**src/rtl/i2c_pkg.sv**
```systemverilog
// rtl/i2c_pkg.sv - shared I2C widths, R/W encoding and target FSM state type
package i2c_pkg;

    localparam int   I2C_ADDR_W  = 7;
    localparam int   I2C_BYTE_W  = 8;
    localparam logic I2C_RW_READ = 1'b1;

    typedef enum logic [2:0] {
        ST_IDLE,
        ST_ADDR,
        ST_ADDR_ACK,
        ST_WR_DATA,
        ST_WR_ACK,
        ST_RD_DATA,
        ST_RD_ACK,
        ST_IGNORE
    } i2c_slv_state_e;

endpackage

```
**src/rtl/i2c_bus_cond_detect.sv**
```systemverilog
// rtl/i2c_bus_cond_detect.sv - SCL/SDA synchronisers, SCL edge and START/STOP detection
//
// Ports:
//   clk_i, rst_i   system clock, asynchronous active-low reset
//   scl_i, sda_i   raw asynchronous bus lines
//   sda_s          synchronised SDA level
//   scl_rise       1-cycle strobe on synchronised SCL rise
//   scl_fall       1-cycle strobe on synchronised SCL fall
//   start_det      SDA fell while SCL stayed high
//   stop_det       SDA rose while SCL stayed high
module i2c_bus_cond_detect #(
    parameter int SYNC_STAGES = 2
) (
    input  logic clk_i,
    input  logic rst_i,
    input  logic scl_i,
    input  logic sda_i,
    output logic sda_s,
    output logic scl_rise,
    output logic scl_fall,
    output logic start_det,
    output logic stop_det
);

    logic [SYNC_STAGES-1:0] scl_sync;
    logic [SYNC_STAGES-1:0] sda_sync;
    logic                   scl_d;
    logic                   sda_d;
    logic                   scl_s;

    // Flops reset to 1 so an idle (pulled-up) bus produces no edges after reset.
    always_ff @(posedge clk_i or negedge rst_i) begin
        if (!rst_i) begin
            scl_sync <= '1;
            sda_sync <= '1;
            scl_d    <= 1'b1;
            sda_d    <= 1'b1;
        end else begin
            scl_sync <= {scl_sync[SYNC_STAGES-2:0], scl_i};
            sda_sync <= {sda_sync[SYNC_STAGES-2:0], sda_i};
            scl_d    <= scl_s;
            sda_d    <= sda_s;
        end
    end

    assign scl_s     = scl_sync[SYNC_STAGES-1];
    assign sda_s     = sda_sync[SYNC_STAGES-1];
    assign scl_rise  =  scl_s & ~scl_d;
    assign scl_fall  = ~scl_s &  scl_d;
    // SCL must be high in both samples so a data change racing an SCL edge is not a condition.
    assign start_det = scl_s & scl_d &  sda_d & ~sda_s;
    assign stop_det  = scl_s & scl_d & ~sda_d &  sda_s;

endmodule

```
**src/rtl/i2c_slave_responder.sv**
```systemverilog
// rtl/i2c_slave_responder.sv - I2C target engine answering ADDR_COUNT addresses from BASE_ADDR
//
// Ports:
//   clk_i, rst_i          system clock (>= 10x SCL), asynchronous active-low reset
//   scl_i, sda_i          asynchronous bus lines
//   sda_o                 open-drain SDA control (0 = pull low, 1 = release)
//   busy_o                addressed transfer in progress
//   rw_o, addr_idx_o      R/W bit and address offset of the last matched address
//   start_o, stop_o       bus condition pulses
//   rx_data_o/rx_valid_o  received write byte and its strobe; rx_ready_i selects ACK/NACK
//   tx_req_o              request for the next read byte; tx_data_i/tx_valid_i sampled with it
//   tx_underrun_o         pulse when tx_valid_i was low and 8'hFF is sent instead
module i2c_slave_responder
    import i2c_pkg::*;
#(
    parameter logic [I2C_ADDR_W-1:0] BASE_ADDR   = 7'h44,
    parameter int                    ADDR_COUNT  = 1,
    parameter int                    SYNC_STAGES = 2,
    localparam int IDX_W = (ADDR_COUNT > 1) ? $clog2(ADDR_COUNT) : 1
) (
    input  logic                  clk_i,
    input  logic                  rst_i,
    input  logic                  scl_i,
    input  logic                  sda_i,
    output logic                  sda_o,
    output logic                  busy_o,
    output logic                  rw_o,
    output logic [IDX_W-1:0]      addr_idx_o,
    output logic                  start_o,
    output logic                  stop_o,
    output logic [I2C_BYTE_W-1:0] rx_data_o,
    output logic                  rx_valid_o,
    input  logic                  rx_ready_i,
    output logic                  tx_req_o,
    input  logic [I2C_BYTE_W-1:0] tx_data_i,
    input  logic                  tx_valid_i,
    output logic                  tx_underrun_o
);

    logic sda_s, scl_rise, scl_fall, start_det, stop_det;

    i2c_bus_cond_detect #(
        .SYNC_STAGES(SYNC_STAGES)
    ) u_cond (
        .clk_i    (clk_i),
        .rst_i    (rst_i),
        .scl_i    (scl_i),
        .sda_i    (sda_i),
        .sda_s    (sda_s),
        .scl_rise (scl_rise),
        .scl_fall (scl_fall),
        .start_det(start_det),
        .stop_det (stop_det)
    );

    i2c_slv_state_e        state;
    logic [I2C_BYTE_W-1:0] shift_reg;
    logic [2:0]            bit_cnt;
    logic                  ack_phase;    // 0: next fall starts the ACK slot, 1: next fall ends it
    logic                  ack_ok;       // rx_ready_i captured in the rx_valid_o cycle
    logic                  master_nack;  // SDA level sampled on the read ACK rise

    logic [I2C_BYTE_W-1:0] byte_in;
    logic [7:0]            addr_off;
    logic                  addr_hit;
    logic [I2C_BYTE_W-1:0] tx_byte;

    assign byte_in  = {shift_reg[6:0], sda_s};
    // Addresses below BASE_ADDR wrap to large offsets, so one compare covers both bounds.
    assign addr_off = {1'b0, byte_in[7:1]} - {1'b0, BASE_ADDR};
    assign addr_hit = (addr_off < 8'(ADDR_COUNT));
    assign tx_byte  = tx_valid_i ? tx_data_i : 8'hFF;

    always_ff @(posedge clk_i or negedge rst_i) begin
        if (!rst_i) begin
            state         <= ST_IDLE;
            shift_reg     <= '0;
            bit_cnt       <= '0;
            ack_phase     <= 1'b0;
            ack_ok        <= 1'b0;
            master_nack   <= 1'b0;
            sda_o         <= 1'b1;
            busy_o        <= 1'b0;
            rw_o          <= 1'b0;
            addr_idx_o    <= '0;
            start_o       <= 1'b0;
            stop_o        <= 1'b0;
            rx_data_o     <= '0;
            rx_valid_o    <= 1'b0;
            tx_req_o      <= 1'b0;
            tx_underrun_o <= 1'b0;
        end else begin
            start_o       <= 1'b0;
            stop_o        <= 1'b0;
            rx_valid_o    <= 1'b0;
            tx_req_o      <= 1'b0;
            tx_underrun_o <= 1'b0;

            if (start_det) begin
                state     <= ST_ADDR;
                bit_cnt   <= '0;
                ack_phase <= 1'b0;
                sda_o     <= 1'b1;
                busy_o    <= 1'b0;
                start_o   <= 1'b1;
            end else if (stop_det) begin
                state     <= ST_IDLE;
                ack_phase <= 1'b0;
                sda_o     <= 1'b1;
                busy_o    <= 1'b0;
                stop_o    <= 1'b1;
            end else begin
                case (state)
                    ST_ADDR: begin
                        if (scl_rise) begin
                            shift_reg <= byte_in;
                            bit_cnt   <= bit_cnt + 3'd1;
                            if (bit_cnt == 3'd7) begin
                                if (addr_hit) begin
                                    rw_o       <= byte_in[0];
                                    addr_idx_o <= addr_off[IDX_W-1:0];
                                    busy_o     <= 1'b1;
                                    state      <= ST_ADDR_ACK;
                                end else begin
                                    state <= ST_IGNORE;
                                end
                            end
                        end
                    end
                    ST_ADDR_ACK: begin
                        if (scl_fall) begin
                            if (!ack_phase) begin
                                sda_o     <= 1'b0;
                                ack_phase <= 1'b1;
                            end else begin
                                ack_phase <= 1'b0;
                                if (rw_o == I2C_RW_READ) begin
                                    // SDA stays low one more cycle until the byte is loaded.
                                    state    <= ST_RD_DATA;
                                    tx_req_o <= 1'b1;
                                end else begin
                                    state <= ST_WR_DATA;
                                    sda_o <= 1'b1;
                                end
                            end
                        end
                    end
                    ST_WR_DATA: begin
                        if (scl_rise) begin
                            shift_reg <= byte_in;
                            bit_cnt   <= bit_cnt + 3'd1;
                            if (bit_cnt == 3'd7) begin
                                rx_data_o  <= byte_in;
                                rx_valid_o <= 1'b1;
                                state      <= ST_WR_ACK;
                            end
                        end
                    end
                    ST_WR_ACK: begin
                        if (rx_valid_o) begin
                            ack_ok <= rx_ready_i;
                        end
                        if (scl_fall) begin
                            if (!ack_phase) begin
                                sda_o     <= ~ack_ok;
                                ack_phase <= 1'b1;
                            end else begin
                                ack_phase <= 1'b0;
                                sda_o     <= 1'b1;
                                state     <= ack_ok ? ST_WR_DATA : ST_IGNORE;
                            end
                        end
                    end
                    ST_RD_DATA: begin
                        if (tx_req_o) begin
                            // Request cycle: capture the byte and put its MSB on the bus.
                            sda_o         <= tx_byte[7];
                            shift_reg     <= {tx_byte[6:0], 1'b1};
                            tx_underrun_o <= ~tx_valid_i;
                            bit_cnt       <= '0;
                        end else if (scl_fall) begin
                            if (bit_cnt == 3'd7) begin
                                sda_o   <= 1'b1;
                                bit_cnt <= '0;
                                state   <= ST_RD_ACK;
                            end else begin
                                sda_o     <= shift_reg[7];
                                shift_reg <= {shift_reg[6:0], 1'b1};
                                bit_cnt   <= bit_cnt + 3'd1;
                            end
                        end
                    end
                    ST_RD_ACK: begin
                        if (scl_rise) begin
                            master_nack <= sda_s;
                        end
                        if (scl_fall) begin
                            if (master_nack) begin
                                state <= ST_IGNORE;
                            end else begin
                                state    <= ST_RD_DATA;
                                tx_req_o <= 1'b1;
                            end
                        end
                    end
                    default: ;
                endcase
            end
        end
    end

endmodule
```
**config.mk**
```make
export PLATFORM = sky130hd
export DESIGN_NAME = i2c_slave_responder
export DESIGN_NICKNAME = d
export VERILOG_FILES = /design/src/rtl/i2c_pkg.sv /design/src/rtl/i2c_bus_cond_detect.sv /design/src/rtl/i2c_slave_responder.sv
export SDC_FILE = /design/constraint.sdc
export NUM_CORES = 1
export LEC_CHECK = 0
export ABC_AREA = 1
export CAP_MARGIN = 5
export CORE_UTILIZATION = 60
export CTS_BUF_LIST = sky130_fd_sc_hd__clkbuf_4 sky130_fd_sc_hd__clkbuf_8
export DETAILED_ROUTE_END_ITERATION = 12
export PLACE_DENSITY = 0.87
export SYNTH_ARGS = -nofsm -noshare
export SYNTH_HDL_FRONTEND = slang
export SYNTH_SLANG_ARGS = --single-unit
```
**constraint.sdc**
```tcl
create_clock -name clk_i -period 2.3 [get_ports clk_i]
set_input_delay 0.345 -clock clk_i [delete_from_list [all_inputs] [get_ports clk_i]]
set_output_delay 0.345 -clock clk_i [all_outputs]
set_load 0.1 [all_outputs]
```
Yosys cells after proc, flatten, opt, wreduce, memory -nomap -nowiden
Cells that the tools add are included.
{"block": "totals", "register_bits": 40, "latchBits": 0, "ramBits": 0, "rom_bits": 0, "input_bits": 14, "output_inout_bits": 17, "word_cells": 161, "memories": 0}
{"block": "op_classes", "n_addsub": 2, "mul": 0, "div_mod_pow": 0, "magnitude_cmp": 1, "eq_ne": 27, "shifts": 0, "muxes": 74, "bitwise_logic": 15, "n_reduce_logical": 22}
{"op": "3-bit 2-to-1 mux", "count": 23}
{"op": "4-bit != test, second input constant", "count": 13}
{"op": "1-bit 2-to-1 mux", "count": 40}
{"op": "8-bit 2-to-1 mux", "count": 5}
{"op": "3-bit nonzero test", "count": 7}
{"op": "3-bit case mux with 6 select lines", "count": 1}
{"op": "8-bit case mux with 2 select lines", "count": 1}
{"op": "4-bit AND reduction", "count": 4}
{"op": "13-bit AND reduction", "count": 1}
{"op": "3-bit equality test, second input constant", "count": 4}
{"op": "6-bit AND reduction", "count": 2}
{"op": "5-bit != test, second input constant", "count": 2}
{"op": "5-bit AND reduction", "count": 2}
{"op": "8-bit by 1-bit less-than comparator with 1-bit output, second input constant", "count": 1}
{"op": "1-bit inverter", "count": 8}
{"op": "8-bit nonzero test", "count": 1}
{"op": "7-bit by 7-bit subtractor with 8-bit output, second input constant", "count": 1}
{"op": "1-bit AND", "count": 7}
{"op": "3-bit by 2-bit equality test with 1-bit output, second input constant", "count": 2}
{"op": "3-bit != test, second input constant", "count": 2}
{"op": "3-bit case mux with 2 select lines", "count": 1}
{"op": "5-bit nonzero test", "count": 1}
{"op": "2-bit OR reduction", "count": 2}
{"op": "3-bit by 1-bit adder with 3-bit output, second input constant", "count": 1}
{"op": "9 further kinds", "count": 9}

Longest topological paths before layout
{"block": "depth", "word_depth": 8, "ltp_mapped": 10, "mapped_depth_nobuf": 9}

Cells and area by module
From an unflattened synthesis, not the netlist that was laid out.
{"block": "unflattened", "hier_cells": 249, "area_unflattened_um2": 1976.9}
{"mod": "i2c_slave_responder", "instances": 1, "cells_per_inst": 232, "area_per_inst_um2": 1778.0, "seq_area_each_um2": 852.1}
{"mod": "i2c_bus_cond_detect", "instances": 1, "cells_per_inst": 17, "area_per_inst_um2": 198.9, "seq_area_each_um2": 157.7}

Worst setup path before layout
Ideal clock, no wire load.
{"block": "synth_path", "path_type": "flip-flop to flip-flop", "startpoint": "reg tx_req_o", "endpoint": "reg shift_reg[1]", "setup_time_ns": 0.117, "arrival_time_ns": 1.780, "t_required_ns": 2.183, "setup_slack_ns": 0.403, "path_stages_with_launch": 8, "path_buffers": 0, "synth_period_minus_slack_ns": 1.897, "path_cell_list": "dfrtp_1 > inv_1 > nand2_1 > nor2_1 > nor2_4 > nand3_2 > nand2_1 > nand2_1"}
{"block": "synth_between", "elab_chain_len": 2, "word_cells_on_any_way": 5, "classes_between": "eq/ne (2); mux (2); reduce/logical (1)"}
{"item": "from (decl)", "line": "i2c_slave_responder.sv:34", "source": "output logic tx_req_o,"}
{"item": "from (signal assigned)", "line": "i2c_slave_responder.sv:90", "source": "tx_req_o <= 1'b0;"}
{"item": "from (signal assigned)", "line": "i2c_slave_responder.sv:96", "source": "tx_req_o <= 1'b0;"}
{"item": "from (signal assigned)", "line": "i2c_slave_responder.sv:140", "source": "tx_req_o <= 1'b1;"}
{"item": "3-bit != test (no line) or 8-bit 2-to-1 mux (tied branches)"}
{"item": "6-bit AND reduction (no line) or 8-bit case mux with 2 select lines (tied branches)"}
{"item": "to (signal assigned)", "line": "i2c_slave_responder.sv:116", "source": "shift_reg <= byte_in;"}
{"item": "to (signal assigned)", "line": "i2c_slave_responder.sv:150", "source": "shift_reg <= byte_in;"}
{"item": "to (signal assigned)", "line": "i2c_slave_responder.sv:178", "source": "shift_reg <= {tx_byte[6:0], 1'b1};"}
{"item": "to (decl)", "line": "i2c_slave_responder.sv:57", "source": "logic [I2C_BYTE_W-1:0] shift_reg;"}
Parallel ways exist; a longest one is shown, timed or not.
A chain may end at the register's enable or synchronous reset.

Worst setup path after layout
{"block": "layout_path", "startpoint": "reg bit_cnt[0]", "endpoint": "reg rx_data_o[6]"}
{"block": "layout_between", "elab_chain_len": 2}
{"item": "from (decl)", "line": "i2c_slave_responder.sv:58", "source": "logic [2:0] bit_cnt;"}
{"item": "from (signal assigned)", "line": "i2c_slave_responder.sv:117", "source": "bit_cnt <= bit_cnt + 3'd1;"}
{"item": "from (signal assigned)", "line": "i2c_slave_responder.sv:151", "source": "bit_cnt <= bit_cnt + 3'd1;"}
{"item": "from (signal assigned)", "line": "i2c_slave_responder.sv:189", "source": "bit_cnt <= bit_cnt + 3'd1;"}
{"item": "3-bit equality test", "line": "i2c_slave_responder.sv:152", "source": "if (bit_cnt == 3'd7) begin"}
{"item": "5-bit AND reduction (no line)"}
{"item": "to (signal assigned)", "line": "i2c_slave_responder.sv:153", "source": "rx_data_o <= byte_in;"}
{"item": "to (decl)", "line": "i2c_slave_responder.sv:31", "source": "output logic [I2C_BYTE_W-1:0] rx_data_o,"}
No other way between the ends.

==> out/qor.csv <==
metric,value,unit
Post-Route WL,4140,µm
"Period Utilization, post-route",0.739,
maximum vdd ir drop,0.000550,V
Root Buffer,clkbuf_4,
"Power, Total",1.88,mW
Yosys warning count,0,
CP required,2.60,ns
number of placed I/O pins,31,
R2R Path End,rx_data_o[6]$_DFFE_PN0P_,
Final setup violation count,0,
Max Cap Viol,0,
post-synthesis cell count,268,
crit path capture type,flop,
portion of netlist area occupied by mux cells,0,
"Clk Latency, worst-skew pair",0.36,ns
final net count,317,
compound-cell area share of the yosys netlist,0.0841,
total number of vias,1806,
Synth Area in Simple Gates,0.350,
setup TNS,0,ns
GRT overflow,0,
Min Hold Slack,0.0849,ns
Post-CTS Hold Fix Bufs,0,
Hold Path Class,primary input to asynchronous set/reset pin,
Post-DP HPWL,3100,µm
status,"complete, no violations",
cell area after synthesis,0.00208,mm²
"Seq/Total Area, Yosys",0.485,
post_cts resized,0,
"commonest cells after routing, fill and taps aside","nand2_1, dfrtp_1, nor2_1",
Avg Inst Size Synth,7.77,µm²
die extent in y,60.9,µm
placed inst area,0.00236,mm²
RSZ-0062 raised after global routing,no,
maximum clock insertion buffer count,2,
XOR/XNOR share of the synthesized area,0,
r2r startpoint,bit_cnt[0]$_DFFE_PN0P_,
Yosys reg bits,40,
adder-cell share of the synthesized area,0.0120,
fraction of layout cells with a size suffix above 1,0.185,
CTS tree,yes,
reg2reg path depth,8,
post-CTS setup buffers,0,
first-pass GRT wire length,6610,µm
CP max FO,13,
"commonest non-fill, non-tap cell in the layout",nand2_1,
relative slew slack,0.434,
crit path launch type,flop,
Sink Count,40,
min Tclk post-route,1.70,ns
P per Cell Area,776,mW/mm²
via density per instance,5.19,
Placer Congestion,0.889,
worst slew pin tran,0.850,ns
die width,60.9,µm
Fmax,589,MHz
DR WL/cell,11.9,µm
largest net degree at the start of global routing,41,
GRT Util Overall,0.249,
clock slew at reported path FFs,0.12,ns
Initial DRC Count,110,
Syn-to-layout area delta,16.5,%
final hold vios,0,
"Slew Viols, Final",0,
Critical Path AT,2.00,ns
initial antenna violation count,0,
crit path kind,flop to flop,
Synthesized Nets,284,
P_leak,1.35,nW
Pre-Repair DR Iteration Count,4,
n_diodes,0,
H-tree lvl count,2,
FF/Latch Area,0.00101,mm²
number of fill cells,269,
# port buffers,30,
vias in the first global route,1498,
post-route ant nets,0,
drc violations,0,
multi-input logic area,928,µm²
row count,21,
Unique masters post-synth,30,
largest family of logic cells by synthesized area,simple AND/OR/NAND/NOR gates,
Initial Util,0.624,
post-route cell area,0.00242,mm²
Placeable Area,0.00334,mm²
die area,0.00371,mm²
Worst Skew,0.00862,ns
reg2reg setup slack,0.60,ns
CTS buffer count,5,
## where the power goes
part	internal [mW]	total, mW	leakage [nW]	switching [mW]
sequential	0.816	0.927	0.515	0.110
combinational	0.211	0.580	0.799	0.369
clock	0.146	0.375	0.0380	0.229
## synthesized netlist by cell type (all sizes together)
cell	instances	share of area
inv	30	0.055
dfstp	7	0.088
nor3	2	0.0048
or2	1	0.0030
a31oi	1	0.0030
buf	4	0.014
nand3	24	0.066
o211ai	1	0.0036
nand2	95	0.18
and2	1	0.0030
ha	2	0.012
nand4	6	0.021
nand3b	2	0.0072
nor2	32	0.066
o21ai	22	0.066
a21oi	5	0.012
dfrtp	33	0.40
## how the worst max path moves through the flow
stage | start | to | slack [ns] | depth (start not counted)
6_report | bit_cnt[0]$_DFFE_PN0P_ | rx_data_o[6]$_DFFE_PN0P_ | 0.60 | 8
5_1_grt | bit_cnt[0]$_DFFE_PN0P_ | rx_data_o[6]$_DFFE_PN0P_ | 0.45 | 8
4_1_cts | bit_cnt[0]$_DFFE_PN0P_ | rx_data_o[6]$_DFFE_PN0P_ | 0.59 | 8
3_5_place_dp | bit_cnt[0]$_DFFE_PN0P_ | rx_data_o[6]$_DFFE_PN0P_ | 0.61 | 8
3_3_place_gp | bit_cnt[0]$_DFFE_PN0P_ | rx_data_o[6]$_DFFE_PN0P_ | 0.65 | 8
2_1_floorplan | tx_req_o$_DFF_PN0_ | shift_reg[1]$_DFFE_PN0P_ | 0.40 | 7
## final cells by class
cell class,instances,share of cell area
flip-flops and latches,40,0.416
multi-input cells,194,0.383
repair buffers,30,0.104
inverters,30,0.0475
well taps,46,0.0237
clock buffers,6,0.0212
clock inverters,2,0.00413
## critical path: stages (launching register included)
cell and delay [ns]:
dfrtp_1 0.38, ha_1 0.15, ha_1 0.25, inv_1 0.07, nor2_1 0.17, nand2_1 0.27, inv_1 0.21, nand2_1 0.08
nand2_1 0.06
## metal layers
layer	share of wire	vias to the layer above	global-route usage
met3	0.042	6	0.0640
met4	0.016	0	0.0682
met5	0	-	0
li1	-	918	-
met1	0.49	844	0.359
met2	0.45	38	0.372
## logic make-up (layout without fill, tap and decap cells)
group,count (synthesis),in the layout
buf+inv,34,68
fa+ha+maj,2,2
simple gates,163,163
flops,40,40
compound gates,29,29
## metrics by stage
stage	instances	setup slack, ns	util
finish	348	0.601	0.727
global placement	340	0.646	0.708
CTS	348	0.588	0.727
detailed placement	340	0.611	0.708
floorplan	268	0.403	-
global route	348	0.447	0.727
Note: power is estimated with default switching activity, not from simulation.
